--- config.mk ---
export PLATFORM = sky130hd
export DESIGN_NAME = mac_operand_feeder
export DESIGN_NICKNAME = d
export VERILOG_FILES = /design/src/rtl/mac_operand_feeder.sv
export SDC_FILE = /design/constraint.sdc
export NUM_CORES = 1
export LEC_CHECK = 0
export CAP_MARGIN = 20
export CORE_UTILIZATION = 49
export CTS_CLUSTER_SIZE = 24
export DETAILED_ROUTE_END_ITERATION = 12
export MAX_ROUTING_LAYER = met4
export PLACE_DENSITY = 0.76
export SLEW_MARGIN = 20
export SYNTH_ARGS = -nofsm -noshare
export SYNTH_HDL_FRONTEND = slang
export SYNTH_SLANG_ARGS = --single-unit
--- constraint.sdc ---
create_clock -name clk -period 2.5 [get_ports clk]
set_input_delay 0.625 -clock clk [delete_from_list [all_inputs] [get_ports clk]]
set_output_delay 0.625 -clock clk [all_outputs]
set_load 0.03 [all_outputs]
--- src/rtl/mac_operand_feeder.sv ---
`default_nettype none
// ============================================================================
// Module   : mac_operand_feeder
// Purpose  : Buffers signed int4/int8 operand pairs in a small FIFO and feeds
//            them to a MAC one pair per cycle during a dot-product run of
//            k_len pairs, with a registered advance strobe and done flag.
// Ports    : clk, reset (async, active-high)
//            s_valid/s_ready/s_a/s_b : upstream operand push interface
//            start/k_len             : run request and pair count
//            busy/done/count         : run status
//            pulse/out_a/out_b       : registered MAC operand outputs
// Config   : MAC_FEEDER_ZERO_SKIP_EN - pairs with a zero operand are consumed
//            and counted but produce no pulse and leave out_a/out_b unchanged.
// Revision : 1.0 - initial release
// ============================================================================
module mac_operand_feeder #(
  parameter int DEPTH = 4,
  parameter int KW    = 16
) (
  input  logic          clk,
  input  logic          reset,
  input  logic          s_valid,
  output logic          s_ready,
  input  logic [3:0]    s_a,
  input  logic [7:0]    s_b,
  input  logic          start,
  input  logic [KW-1:0] k_len,
  output logic          busy,
  output logic          pulse,
  output logic [3:0]    out_a,
  output logic [7:0]    out_b,
  output logic          done,
  output logic [KW-1:0] count
);

  localparam int AW = (DEPTH > 1) ? $clog2(DEPTH) : 1;
  localparam logic [AW:0] C_DEPTH = (AW+1)'(DEPTH);

  typedef enum logic [1:0] {
    IDLE = 2'd0,
    RUN  = 2'd1,
    DONE = 2'd2
  } state_t;

  state_t        state_q, state_d;
  logic [AW-1:0] wr_ptr_q, wr_ptr_d;
  logic [AW-1:0] rd_ptr_q, rd_ptr_d;
  logic [AW:0]   occ_q, occ_d;
  logic [KW-1:0] k_lat_q, k_lat_d;
  logic [KW-1:0] count_q, count_d;
  logic          pulse_q, pulse_d;
  logic [3:0]    out_a_q, out_a_d;
  logic [7:0]    out_b_q, out_b_d;

  logic [3:0]    mem_a [DEPTH];
  logic [7:0]    mem_b [DEPTH];

  logic          full, empty, push, pop, skip;
  logic [3:0]    head_a;
  logic [7:0]    head_b;

  assign full   = (occ_q == C_DEPTH);
  assign empty  = (occ_q == '0);
  // Ready comes from the pre-edge full flag, so a pop never frees a slot
  // for a push on the same edge.
  assign push   = s_valid && !full;
  assign pop    = (state_q == RUN) && !empty;
  assign head_a = mem_a[rd_ptr_q];
  assign head_b = mem_b[rd_ptr_q];

`ifdef MAC_FEEDER_ZERO_SKIP_EN
  assign skip = (head_a == 4'd0) || (head_b == 8'd0);
`else
  assign skip = 1'b0;
`endif

  always_comb begin
    state_d  = state_q;
    wr_ptr_d = wr_ptr_q;
    rd_ptr_d = rd_ptr_q;
    occ_d    = occ_q;
    k_lat_d  = k_lat_q;
    count_d  = count_q;
    pulse_d  = 1'b0;
    out_a_d  = out_a_q;
    out_b_d  = out_b_q;

    // DEPTH is a power of two, so the pointers wrap naturally.
    if (push) wr_ptr_d = wr_ptr_q + 1'b1;
    if (pop)  rd_ptr_d = rd_ptr_q + 1'b1;
    case ({push, pop})
      2'b10:   occ_d = occ_q + 1'b1;
      2'b01:   occ_d = occ_q - 1'b1;
      default: occ_d = occ_q;
    endcase

    case (state_q)
      IDLE: begin
        if (start) begin
          k_lat_d = k_len;
          count_d = '0;
          state_d = (k_len == '0) ? DONE : RUN;
        end
      end
      RUN: begin
        if (pop) begin
          count_d = count_q + KW'(1);
          if (!skip) begin
            pulse_d = 1'b1;
            out_a_d = head_a;
            out_b_d = head_b;
          end
          if (count_q + KW'(1) == k_lat_q) state_d = DONE;
        end
      end
      DONE:    state_d = IDLE;
      default: state_d = IDLE;
    endcase
  end

  always_ff @(posedge clk or posedge reset) begin
    if (reset) begin
      state_q  <= IDLE;
      wr_ptr_q <= '0;
      rd_ptr_q <= '0;
      occ_q    <= '0;
      k_lat_q  <= '0;
      count_q  <= '0;
      pulse_q  <= 1'b0;
      out_a_q  <= '0;
      out_b_q  <= '0;
    end else begin
      state_q  <= state_d;
      wr_ptr_q <= wr_ptr_d;
      rd_ptr_q <= rd_ptr_d;
      occ_q    <= occ_d;
      k_lat_q  <= k_lat_d;
      count_q  <= count_d;
      pulse_q  <= pulse_d;
      out_a_q  <= out_a_d;
      out_b_q  <= out_b_d;
    end
  end

  // Storage needs no reset: the occupancy counter defines what is valid.
  always_ff @(posedge clk) begin
    if (push) begin
      mem_a[wr_ptr_q] <= s_a;
      mem_b[wr_ptr_q] <= s_b;
    end
  end

  assign s_ready = !full;
  assign busy    = (state_q != IDLE);
  assign done    = (state_q == DONE);
  assign pulse   = pulse_q;
  assign out_a   = out_a_q;
  assign out_b   = out_b_q;
  assign count   = count_q;

endmodule
`default_nettype wire

==> impl_metrics.csv, run 1 <==
group,metric,value,unit
grt,grt_pass1_wl,15.5,mm
outcome,outcome,"complete, but fails checks",
grt,grt_util_all_layers,0.216,
finish,finalNetCount,470,
route,first_pass_iters,10,
setup_path,cp.required,2.77,ns
logic_synthesis,yosysSeqAreaShare,0.614,
place,dp_slack,0.0174,ns
grt,grt_pass1_vias,3058,
route,vias,3051,
finish,fillers,665,
route,drt_wl_total,9.57,mm
setup_path,endpoint_kind,"flop",
setup_path,crit-reg2reg-capture,"state_q[0]$_DFFE_PP0P_",
die,dieArea,0.00968,mm²
outcome,violations,"DRC, setup timing",
route,ant_nets,0,
place,port_buffers,63,
clocking,cts_tree,"done",
clocking,cts_max_path_buffers,2,
finish,multi_input_area,0.00169,mm²
setup_path,setup.worst_path.start_class,"flop",
place,gp_congestion,0.815,
pwr,powerDensity,1100,mW/mm²
grt,use_met1,0.271,
setup_path,max_stage_delay,0.48,ns
hold_path,holdCritStartpoint,"out_b[5]$_DFFE_PP0P_",
die,fp-row-count,34,
logic_synthesis,post_synth.cell_area_avg,13.0,µm²
clocking,root_buffer,"clkbuf_8",
clocking,clk-insertion-delay-late,0.37,ns
flow_run,cap_violations,0,
grt,grt_use_met3,0.0422,
route,dr.first_iter.drc_count,111,
clocking,h-tree-depth,3,
logic_synthesis,synth_edf_count,48,
sta,clock_skew,0.0148,ns
route,via_per_inst,5.61,
route,drc,1,
logic_synthesis,netlist_top_cells_area,"edfxtp_1 32%, dfrtp_1 30%, mux4_2 5.9%, nand2_1 4.3%, mux2_2 4.0%",
setup_path,cpMaxStageDelayCell,"or4_4",
logic_synthesis,yosysTopAreaCellShare,0.317,
setup_path,path_delay_family,"simple AND/OR/NAND/NOR gates",
grt,grt_max_degree,38,
die,initial_utilization,0.514,
grt,grt_util_met2,0.355,
sta,rsz0062_at_grt,"true",
finish,n_antenna_cell,0,
clocking,path_clk_slew,0.12,ns
die,die_w,98.4,µm
logic_synthesis,async_flop_share,0.529,
sta,finalHoldViolCount,0,
finish,area_delta_synth_final,25.2,%
finish,final_area,0.00570,mm²
logic_synthesis,synth_cells,349,
sta,setup_ws,-0.0281,ns
setup_path,crit_buf_inv,1,
clocking,clock-sinks,102,
die,die_h,98.4,µm
pwr,p_leak,2.24,nW
setup_path,r2r.worst_path.cells,7,
logic_synthesis,ys_dominant_reg_cell,"dfrtp_1",
sta,fmax,396,MHz
sta,tightest_slew,0.963,ns
hold_path,hold-path-cell-count,2,
place,hpwl,6.66,mm
hold_path,holdPathEnd,"out_b[5]$_DFFE_PP0P_",
logic_synthesis,ys_seq_elements,102,
grt,grt_busiest_layer,"met2",
route,routedWlPerCell,17.6,µm
sta,whs,0.481,ns
logic_synthesis,ys_warn_count,0,
setup_path,worstPathMaxFanout,7,
die,fp.coreArea,0.00885,mm²
clocking,hold_buffers,0,
sta,fin_crit,2.53,ns
logic_synthesis,synth_nets,388,
logic_synthesis,mappedNetlistArea,0.00455,mm²
setup_path,critical_path_arrival,2.79,ns
setup_path,cp_cell_sequence,"buf_4 > and4_4 > and3_1 > or3_1 > or4_4 > a2111o_1 > a22o_1",
setup_path,rrSetupSlack,-0.03,ns
die,io_pins,64,
finish,regArea,0.00280,mm²
setup_path,r2r_start,"count[0]$_DFFE_PP0P_",
place,postPlaceCellArea,0.00543,mm²
pwr,vdd_drop_max,654,µV
logic_synthesis,synth_cell_types,47,
finish,drive_gt1_frac,0.188,
grt,antenna_found_initial,0,
logic_synthesis,yosys.area.top_type,"edfxtp_1",
sta,fin_crit_sh,1.01,
hold_path,hold_path.class,"flop to flop",
clocking,cts_buffers,9,
sta,finalSetupViolCount,1,
setup_path,crit_type,"flop to flop",
sta,slew_headroom,0.356,
grt,overflow,0,
sta,slew_violations,0,
-- layout make-up --
cell class	count	area share
flip-flops and latches	102	0.491
multi-input cells	222	0.297
repair buffers	86	0.144
well taps	108	0.0237
clock buffers	9	0.0217
clock inverters	7	0.0156
inverters	10	0.00659
-- metrics by stage --
step / total power, mW / setup TNS [ns] / instances / utilization
after global placement: 5.05 / 0 / 526 / 0.614
after floorplan: 4.26 / 0 / 349 / -
after detailed placement: 5.15 / 0 / 526 / 0.614
after global routing: 6.64 / -0.115 / 544 / 0.644
after CTS: 6.25 / 0 / 542 / 0.639
final: 6.28 / -0.0281 / 544 / 0.644
-- state kept, by name, indices dropped and copies added, names as in the netlist, 3 cells and up --
register	cells
out_a	4
count	16
out_b	8
mem_a	16
occ_q	3
k_lat_q	16
mem_b	32
-- power by group --
part / internal, mW / switching, mW
Sequential: 2.28 / 0.348
Clock: 0.414 / 0.668
Combinational: 1.21 / 1.37
Total: 3.90 / 2.38
-- worst register-to-register path: stages (launching register included) --
cell and delay [ns]:
dfrtp_2 0.45, buf_4 0.17, and4_4 0.15, and3_1 0.15, or3_1 0.34, or4_4 0.48, a2111o_1 0.43, a22o_1 0.24
-- synth_stat cells, types with 2 or more instances --
master	count
buf_1	2
and4_1	2
mux2i_1	3
and3_1	7
o21ai_0	23
inv_1	10
o31ai_1	5
nand4_1	7
mux2_2	16
o41ai_1	3
and2_1	2
edfxtp_1	48
nor4_1	4
nor2b_1	2
mux4_2	12
nand3_1	7
xnor2_1	14
nand3b_1	2
xor2_1	11
or3_1	3
nand2_1	52
nor2_1	11
clkbuf_1	11
ha_1	6
o2111ai_1	2
dfrtp_1	54
nor3_1	4
a31oi_1	2
a21oi_1	6
-- layout by cell type, fill, tap and decap left out, types with 9 or more instances in the layout --
cell	count
inv_1	9
xor2_1	10
mux4_2	12
o21ai_0	23
clkdlybuf4s50_1	63
mux2_2	16
nand2_1	52
xnor2_1	13
clkbuf_8	9
edfxtp_1	48
buf_4	21
nor2_1	11
dfrtp_1	50
-- layer usage --
layer  up-vias  part of all wire
met1      1540              0.44
met2        52              0.52
li1       1446                 -
met5         -                 0
met3        13             0.026
met4         0             0.018
-- worst max-delay path by stage --
| stage | start | end | slack, ns | cells after the start |
|---|---|---|---|---|
| global route | count[2]$_DFFE_PP0P_ | state_q[0]$_DFFE_PP0P_ | -0.12 | 9 |
| global placement | count[1]$_DFFE_PP0P_ | state_q[0]$_DFFE_PP0P_ | 0.08 | 7 |
| CTS | count[0]$_DFFE_PP0P_ | state_q[0]$_DFFE_PP0P_ | 0.01 | 7 |
| detailed placement | count[1]$_DFFE_PP0P_ | state_q[0]$_DFFE_PP0P_ | 0.02 | 7 |
| finish | count[0]$_DFFE_PP0P_ | state_q[0]$_DFFE_PP0P_ | -0.03 | 7 |
| floorplan | count[0]$_DFFE_PP0P_ | state_q[0]$_DFFE_PP0P_ | 0.006 | 7 |
-- cell families after synthesis --
logic type | share of synthesized area
xor+xnor | 0.0533
buf+inv | 0.0217
flops | 0.614
simple gates | 0.121
mux | 0.106
fa+ha+maj | 0.0209
compound gates | 0.0641
-- repair_timing --
action	in CTS	in global routing
endpoints found under the setup margin	1	1
pin swaps	0	1
buffers inserted	0	2
resized for setup	1	4
No activity file was read; power rests on OpenSTA's default activity.
==> inputs of run 2 (changes only) <==
--- a/config.mk
+++ b/config.mk
@@ -7,6 +7,7 @@
 export LEC_CHECK = 0
 export CAP_MARGIN = 20
 export CORE_UTILIZATION = 49
+export CTS_CLUSTER_DIAMETER = 40
 export CTS_CLUSTER_SIZE = 24
 export DETAILED_ROUTE_END_ITERATION = 12
 export MAX_ROUTING_LAYER = met4
==> results of run 2 <==
The final DEF is identical to that of run 1; final timing and power are the same.
==> inputs of run 3 (changes only) <==
--- a/config.mk
+++ b/config.mk
@@ -7,7 +7,6 @@
 export LEC_CHECK = 0
 export CAP_MARGIN = 20
 export CORE_UTILIZATION = 49
-export CTS_CLUSTER_DIAMETER = 40
 export CTS_CLUSTER_SIZE = 24
 export DETAILED_ROUTE_END_ITERATION = 12
 export MAX_ROUTING_LAYER = met4
==> results of run 3 <==
The final DEF is identical to that of run 1; final timing and power are the same.
